===== src/rtl/alu_sched_pkg.sv =====
// Shared types and constants for the round-robin ALU scheduler.
// The op-code values must agree with the ALU sitting behind the scheduler.
package alu_sched_pkg;

   typedef enum logic [1:0] {
      IDLE,
      EXEC,
      RESP
   } state_e;

   localparam int unsigned DEF_N_REQ = 2;
   localparam int unsigned DEF_XLEN  = 32;
   localparam int unsigned DEF_OPW   = 4;

   localparam logic [3:0] ALU_ADD = 4'd0;
   localparam logic [3:0] ALU_SUB = 4'd1;
   localparam logic [3:0] ALU_AND = 4'd2;
   localparam logic [3:0] ALU_OR  = 4'd3;
   localparam logic [3:0] ALU_XOR = 4'd4;
   localparam logic [3:0] ALU_SLL = 4'd5;
   localparam logic [3:0] ALU_SRL = 4'd6;
   localparam logic [3:0] ALU_SLT = 4'd7;

endpackage


===== src/rtl/rr_arbiter.sv =====
// Combinational round-robin arbiter: the first asserted request at or after
// ptr (wrapping) wins; returns a one-hot grant and its index.
module rr_arbiter #(
   parameter int unsigned N = 2
) (
   input  logic [N-1:0]                       req,
   input  logic [((N > 1) ? $clog2(N) : 1)-1:0] ptr,
   output logic [N-1:0]                       gnt,
   output logic [((N > 1) ? $clog2(N) : 1)-1:0] gnt_idx,
   output logic                               gnt_valid
);
   localparam int unsigned IW = (N > 1) ? $clog2(N) : 1;

   logic [IW-1:0] k;

   always_comb begin
      gnt       = '0;
      gnt_idx   = '0;
      gnt_valid = 1'b0;
      k         = '0;
      for (int unsigned i = 0; i < N; i++) begin
         k = IW'((32'(ptr) + i) % N);
         if (!gnt_valid && req[k]) begin
            gnt_valid = 1'b1;
            gnt[k]    = 1'b1;
            gnt_idx   = k;
         end
      end
   end

endmodule


===== src/rtl/alu_rr_scheduler.sv =====
// Time-shares one ALU between N_REQ requesters with round-robin arbitration;
// one operation in flight: IDLE (grant) -> EXEC (ALU settles) -> RESP (deliver).
module alu_rr_scheduler
   import alu_sched_pkg::*;
#(
   parameter int unsigned N_REQ = DEF_N_REQ,
   parameter int unsigned XLEN  = DEF_XLEN,
   parameter int unsigned OPW   = DEF_OPW
) (
   input  logic                       clk,
   input  logic                       reset,
   input  logic [N_REQ-1:0]           req_valid_i,
   output logic [N_REQ-1:0]           req_ready_o,
   input  logic [N_REQ-1:0][XLEN-1:0] req_a_i,
   input  logic [N_REQ-1:0][XLEN-1:0] req_b_i,
   input  logic [N_REQ-1:0][OPW-1:0]  req_op_i,
   output logic [XLEN-1:0]            alu_a_o,
   output logic [XLEN-1:0]            alu_b_o,
   output logic [OPW-1:0]             alu_op_o,
   input  logic [XLEN-1:0]            alu_result_i,
   input  logic                       alu_zero_i,
   output logic [N_REQ-1:0]           rsp_valid_o,
   input  logic [N_REQ-1:0]           rsp_ready_i,
   output logic [XLEN-1:0]            rsp_result_o,
   output logic                       rsp_zero_o
);
   localparam int unsigned      IW   = (N_REQ > 1) ? $clog2(N_REQ) : 1;
   localparam logic [N_REQ-1:0] ONE  = N_REQ'(1);
   localparam logic [IW-1:0]    LAST = IW'(N_REQ - 1);

   state_e           state_q;
   logic [IW-1:0]    ptr_q;
   logic [IW-1:0]    owner_q;
   logic [N_REQ-1:0] gnt;
   logic [IW-1:0]    gnt_idx;
   logic             gnt_valid;

   rr_arbiter #(
      .N (N_REQ)
   ) u_arb (
      .req       (req_valid_i),
      .ptr       (ptr_q),
      .gnt       (gnt),
      .gnt_idx   (gnt_idx),
      .gnt_valid (gnt_valid)
   );

   // Ready is masked during reset so nothing can be accepted while state is forced.
   always_comb begin
      req_ready_o = '0;
      if (state_q == IDLE && !reset) begin
         req_ready_o = gnt;
      end
   end

   always_ff @(posedge clk) begin
      if (reset) begin
         state_q      <= IDLE;
         ptr_q        <= '0;
         owner_q      <= '0;
         alu_a_o      <= '0;
         alu_b_o      <= '0;
         alu_op_o     <= '0;
         rsp_valid_o  <= '0;
         rsp_result_o <= '0;
         rsp_zero_o   <= 1'b0;
      end else begin
         unique case (state_q)
            IDLE: begin
               if (gnt_valid) begin
                  alu_a_o  <= req_a_i[gnt_idx];
                  alu_b_o  <= req_b_i[gnt_idx];
                  alu_op_o <= req_op_i[gnt_idx];
                  owner_q  <= gnt_idx;
                  ptr_q    <= (gnt_idx == LAST) ? '0 : gnt_idx + 1'b1;
                  state_q  <= EXEC;
               end
            end
            EXEC: begin
               rsp_result_o <= alu_result_i;
               rsp_zero_o   <= alu_zero_i;
               rsp_valid_o  <= ONE << owner_q;
               state_q      <= RESP;
            end
            RESP: begin
               // Only the owner's ready can retire the response.
               if (rsp_ready_i[owner_q]) begin
                  rsp_valid_o <= '0;
                  state_q     <= IDLE;
               end
            end
            default: begin
               rsp_valid_o <= '0;
               state_q     <= IDLE;
            end
         endcase
      end
   end

endmodule


===== config.mk =====
export PLATFORM = sky130hd
export DESIGN_NAME = alu_rr_scheduler
export DESIGN_NICKNAME = d
export VERILOG_FILES = /design/src/rtl/alu_sched_pkg.sv /design/src/rtl/rr_arbiter.sv /design/src/rtl/alu_rr_scheduler.sv
export SDC_FILE = /design/constraint.sdc
export NUM_CORES = 1
export LEC_CHECK = 0
export BUFFER_PORTS_ARGS = -buffer_cell sky130_fd_sc_hd__buf_2
export CORE_ASPECT_RATIO = 0.8
export CORE_UTILIZATION = 35
export DETAILED_ROUTE_END_ITERATION = 8
export PLACE_DENSITY = 0.81
export SYNTH_ARGS = -nofsm -noshare
export SYNTH_HDL_FRONTEND = slang
export SYNTH_HIERARCHICAL = 1
export SYNTH_SLANG_ARGS = --single-unit

===== constraint.sdc =====
create_clock -name clk -period 1.6 [get_ports clk]
set_clock_uncertainty 0.2 [all_clocks]
set_input_delay 0.32 -clock clk [delete_from_list [all_inputs] [get_ports clk]]
set_output_delay 0.32 -clock clk [all_outputs]
set_load 0.01 [all_outputs]

# After elaboration in Yosys (flattened, before gate mapping)
# Index checks and enable logic that the tools add are counted.
[word_totals] regBits=107 out_inout_bits=105 inputBits=175
[op_classes] bitwise_logic=2 shifts=1 addsub=2 n_eq_ne=4 order_cmp=6 mux=28 n_reduce_logical=10
[ops] cell="$mux W32" count=4
[ops] cell="$mux W1" count=13
[ops] cell="$pmux W2 S3" count=2
[ops] cell="$mux W2" count=5
[ops] cell="$lt A1 B2 Y1 const B" count=4
[ops] cell="$mux W4" count=2
[ops] cell="$reduce_and A2 Y1" count=3
[ops] cell="$logic_and A1 B1 Y1" count=4
[ops] cell="$ne A2 B2 Y1 const B" count=2
[ops] cell="$add A1 B1 Y1 const B" count=2
[ops] cell="$demux W1 S1" count=2
[ops] cell="$eq A2 B1 Y1 const B" count=1
[ops] cell="$eq A2 B2 Y1 const B" count=1
[ops] cell="$ge A1 B1 Y1 const B" count=2
[ops] cell="$logic_not A1 Y1" count=2
[ops] cell="$logic_not A2 Y1" count=1
[ops] cell="$or A2 B2 Y2" count=1
[ops] cell="$shl A1 B1 Y2 const A" count=1
[ops] cell="$not A1 Y1" count=1

# Logic depth before layout (Yosys ltp)
[logic_depth] word_depth=8 mapped_depth=7 mapped_depth_nobuf=5

# Hierarchy
# Netlist, hierarchy kept.
[by_module_without_submodules] module="alu_rr_scheduler" seq_area_each_um2=2142.1 area_per_inst_um2=4229.1 instances=1 cells_each=399
[by_module_without_submodules] module="rr_arbiter" seq_area_each_um2=0.0 area_per_inst_um2=32.5 instances=1 cells_each=5

# Worst setup path before layout
# OpenSTA, ideal clock, no wires.
[synth_path] path_kind="reg-to-reg" startpoint="register ptr_q" endpoint="register alu_a_o[10]" t_required_ps=1273 setup_ps=127 path_stages_with_launch=7 path_slack_ps=59 synth_period_minus_slack_ps=1541 arrival_time_ps=1214 cell_sequence="dfxtp_1 -> inv_1 -> a21boi_0 -> clkbuf_1 -> buf_2 -> mux2i_1 -> o2bb2ai_1"
[synth_between] elab_chain_cells=8 word_cells_on_any_way=14 classes_between="1 x add/sub; 10 x mux; 3 x reduce/logical"
[synth_rtl] element="start, declared" line_no="alu_rr_scheduler.sv:32" rtl="logic [IW-1:0] ptr_q;"
[synth_rtl] element="start signal, assigned" line_no="alu_rr_scheduler.sv:75" rtl="ptr_q <= (gnt_idx == LAST) ? '0 : gnt_idx + 1'b1;"
[synth_rtl] element="$mux W1 (implied by the code) (2 in a row)" line_no="rr_arbiter.sv:23" rtl="if (!gnt_valid && req[k]) begin"
[synth_rtl] element="$mux W1" line_no="rr_arbiter.sv:23"
[synth_rtl] element="$logic_not A1 Y1" line_no="rr_arbiter.sv:23"
[synth_rtl] element="$logic_and A1 B1 Y1" line_no="rr_arbiter.sv:23"
[synth_rtl] element="$mux W1 *" line_no="rr_arbiter.sv:23"
[synth_rtl] element="named net gnt_idx" line_no="alu_rr_scheduler.sv:35" rtl="logic [IW-1:0] gnt_idx;"
[synth_rtl] element="$mux W32 (implied by the code) * (2 in a row)" line_no="alu_rr_scheduler.sv:71" rtl="alu_a_o <= req_a_i[gnt_idx];"
[synth_rtl] element="end signal, assigned" line_no="alu_rr_scheduler.sv:71"
[synth_rtl] element="end, declared" line_no="alu_rr_scheduler.sv:17" rtl="output logic [XLEN-1:0] alu_a_o,"
# The timed path passes the listed nets; every way through them passes the cells marked *. The select of a mux whose other input is x is not followed.
# A chain may end at the register's enable or synchronous reset.

# Worst setup path in the final report
[layout_path] startpoint="register state_q[0]" endpoint="output port req_ready_o[1]"
[layout_between] elab_chain_cells=3
[layout_rtl] element="start, declared" line_no="alu_rr_scheduler.sv:31" rtl="state_e state_q;"
[layout_rtl] element="start signal, assigned" line_no="alu_rr_scheduler.sv:58" rtl="state_q <= IDLE;"
[layout_rtl] element="start signal, assigned" line_no="alu_rr_scheduler.sv:76" rtl="state_q <= EXEC;"
[layout_rtl] element="start signal, assigned" line_no="alu_rr_scheduler.sv:83" rtl="state_q <= RESP;"
[layout_rtl] element="$logic_not A2 Y1" line_no="alu_rr_scheduler.sv:51" rtl="if (state_q == IDLE && !reset) begin"
[layout_rtl] element="$logic_and A1 B1 Y1" line_no="alu_rr_scheduler.sv:51"
[layout_rtl] element="$mux W2" line_no="alu_rr_scheduler.sv:51"
[layout_rtl] element="end, declared" line_no="alu_rr_scheduler.sv:13" rtl="output logic [N_REQ-1:0] req_ready_o,"
# Every way passes these cells.

==> flow_summary_export.csv <==
group,metric,value,unit
synthesis,syn-instance-count,404,
synthesis,ys_top_cells_by_area,"dfxtp_1 50%, mux2i_1 17%, o2bb2ai_1 13%",
synthesis,async_reset_ff_frac,0,
finish,fin_util,0.556,
finish,drive_above_1_share,0.508,
timing,drv_slew,0,
critical_path,end_kind,"output port",
grt,grt-ovfl-total,0,
synthesis,ys_types,24,
status,violations,"DRC, setup timing",
critical_path,worstSetupPathType,"reg -> out",
grt,grt_pass1_vias,3788,
finish,final_common_cell,"buf_2",
synthesis,synth-edff-count,0,
timing,tightest_slew,311,ps
grt,grt_start_max_net_pins,41,
routing,wl,12.2,mm
cts,clk_pin_slew,70,ps
routing,ant_nets,0,
routing,vias,4061,
timing,setup_viol,6,
routing,wl_met3,795,µm
cts,ctsHoldBuffers,0,
floorplanning,floorplan.initialDensity,0.364,
critical_path,worst-r2r-setup-slack,-10,ps
placement,io_buffers,279,
routing,wl_met2,6.07,mm
routing,drtIter0Drc,188,
placement,gp_congestion,0.777,
timing,finalHoldViolCount,0,
critical_path,arrival,1140,ps
grt,grt_usage,0.183,
timing,period_needed,1660,ps
floorplanning,die_x,125,µm
cts,clock_latency,330,ps
grt,grt_pass1_wl,18.4,mm
timing,hold_ws,23.7,ps
synthesis,synth-main-ff-cell,"dfxtp_1",
synthesis,synth_seq_cells,107,
synthesis,synth_top_area_share,0.503,
timing,slew_headroom,0.793,
routing,first_pass_iters,9,
routing,avgViaCountPerCell,4.78,
critical_path,rr_worst_depth,7,
placement,dp_hpwl,8.90,mm
worst_hold_path,holdPathEnd,"rsp_result_o[21]$_SDFFE_PP0N_",
power,p_leak,0.00310,µW
timing,fin_tns_setup,-140,ps
critical_path,timing.rr.start,"ptr_q$_SDFFE_PP0P_",
cts,htree_num_levels,3,
cts,cts_root_buffer,"clkbuf_16",
finish,mostFrequentLayoutCells,"279 x buf_2, 104 x dfxtp_1, 66 x nand2_1, 63 x mux2i_1, 63 x o2bb2ai_1",
cts,cts-buffers-inserted,9,
timing,rsz0062_at_grt,"yes",
floorplanning,core.rowCount,35,
placement,post-place-ws,-103,ps
synthesis,yosys_warnings,6,
synthesis,synth_top_area_cell,"dfxtp_1",
grt,antenna_found_initial,0,
worst_hold_path,hp-class,"in -> reg",
floorplanning,ios,280,
critical_path,crit_chain,"nor3_4, and2_1, buf_2",
synthesis,syn_nets,579,
floorplanning,core-area,11700,µm²
power,ir_worst_vdd,0.517,mV
critical_path,worstPathMaxFanout,3,
flow_run,maxCapViolCount,0,
routing,drc,24,
critical_path,slowest_delay,350,ps
cts,cts_tree,"done",
critical_path,worstPathRequired,1080,ps
worst_hold_path,hold_start,"alu_result_i[21]",
synthesis,seq_area_frac_synth,0.503,
timing,post-route-period-util,1.03,
status,status,"finished with violations",
critical_path,crit_path_start,"state_q[0]$_SDFFE_PP0P_",
timing,fmax,0.604,GHz
critical_path,crit-reg2reg-capture,"alu_b_o[9]$_SDFFE_PP0P_",
routing,wl_met1,5.15,mm
finish,final_nets,872,
worst_hold_path,hold_depth,3,
critical_path,start_kind,"register",
timing,layout_setup_ws,-55.5,ps
floorplanning,die_area,12600,µm²
finish,areaGrowthSynthToFinish,52.4,%
finish,n_antenna_cell,0,
synthesis,netlist_area,4260,µm²
routing,top_layer,"met4",
floorplanning,fp.dieH,101,µm
synthesis,syn_area_per_cell,10.5,µm²
critical_path,cpMaxStageDelayCell,"dfxtp_4",
cts,clock-sinks,107,
routing,wire_per_inst,14.3,µm
power,p_per_area,1030,nW/µm²
cts,ctsLongestPathBuffers,2,
## cell usage after synthesis (3+ instances only)
cell / number
dfxtp_1: 107
mux2i_1: 71
nand2_1: 66
o2bb2ai_1: 65
a21oi_1: 33
buf_2: 17
clkbuf_1: 9
buf_4: 5
inv_1: 4
o2bb2ai_2: 4
a21boi_0: 3
buf_6: 3
nor2_1: 3
## timing repair
action	in CTS	in global routing
endpoints found under the setup margin	13	31
buffers inserted	3	4
resized for setup	8	21
gates cloned	1	1
pin swaps	1	4
## where the power goes
group / internal, µW / switching [µW]
clock: 1200 / 905
sequential: 2920 / 145
combinational: 773 / 756
total: 4900 / 1810
## per-stage QoR
| step | cell area, µm² | power [µW] | cells |
|---|---|---|---|
| after global placement | 6010 | 4530 | 826 |
| after detailed placement | 6010 | 4560 | 826 |
| after CTS | 6360 | 6730 | 845 |
| after floorplan | 4260 | 3850 | 404 |
| after global routing | 6500 | 7040 | 849 |
| final | 6500 | 6700 | 849 |
## state kept, by name, summed over array words and instances, names as in the netlist
signal / count
alu_a_o: 32
alu_b_o: 32
alu_op_o: 4
owner_q: 1
ptr_q: 1
rsp_result_o: 32
rsp_valid_o: 2
rsp_zero_o: 1
state_q: 2
## worst max path at each step
| stage | endpoint | slack, ps | cells after the start |
|---|---|---|---|
| 6_report | req_ready_o[1] | -60 | 3 |
| 5_1_grt | req_ready_o[0] | -150 | 3 |
| 4_1_cts | req_ready_o[1] | -70 | 3 |
| 3_5_place_dp | alu_b_o[2]$_SDFFE_PP0P_ | -100 | 6 |
| 3_3_place_gp | alu_a_o[27]$_SDFFE_PP0P_ | -60 | 6 |
| 2_1_floorplan | alu_a_o[10]$_SDFFE_PP0P_ | 60 | 6 |
## cells by family (layout without fill, tap and decap cells)
| family | after synthesis | after routing | share of synthesized area |
|---|---|---|---|
| AO/OA/AOI/OAI | 108 | 108 | 0.199 |
| buffers and inverters | 38 | 335 | 0.0481 |
| flip-flops | 107 | 107 | 0.503 |
| multiplexers | 72 | 72 | 0.169 |
| AND/OR/NAND/NOR | 79 | 79 | 0.0804 |
## routing by layer
metal  GRT usage  vias up
li1            -     2039
met3      0.0499       21
met5           0        -
met4      0.0535        0
met1       0.216     1834
met2       0.327      167
## worst max-delay path: cells and delay by family (launching register included)
kind          cells  cell delay, ps
flops             1             350
simple gates      2             320
buf+inv           1             130
## cell type report
class	instances	area, µm²
Fill cell	1065	5200
Sequential cell	107	2150
Multi-Input combinational cell	259	2020
Timing Repair Buffer	316	1850
Clock buffer	10	229
Tap cell	148	185
Clock inverter	5	55.1
Inverter	4	15.0
Note: power is estimated with default switching activity, not from simulation.
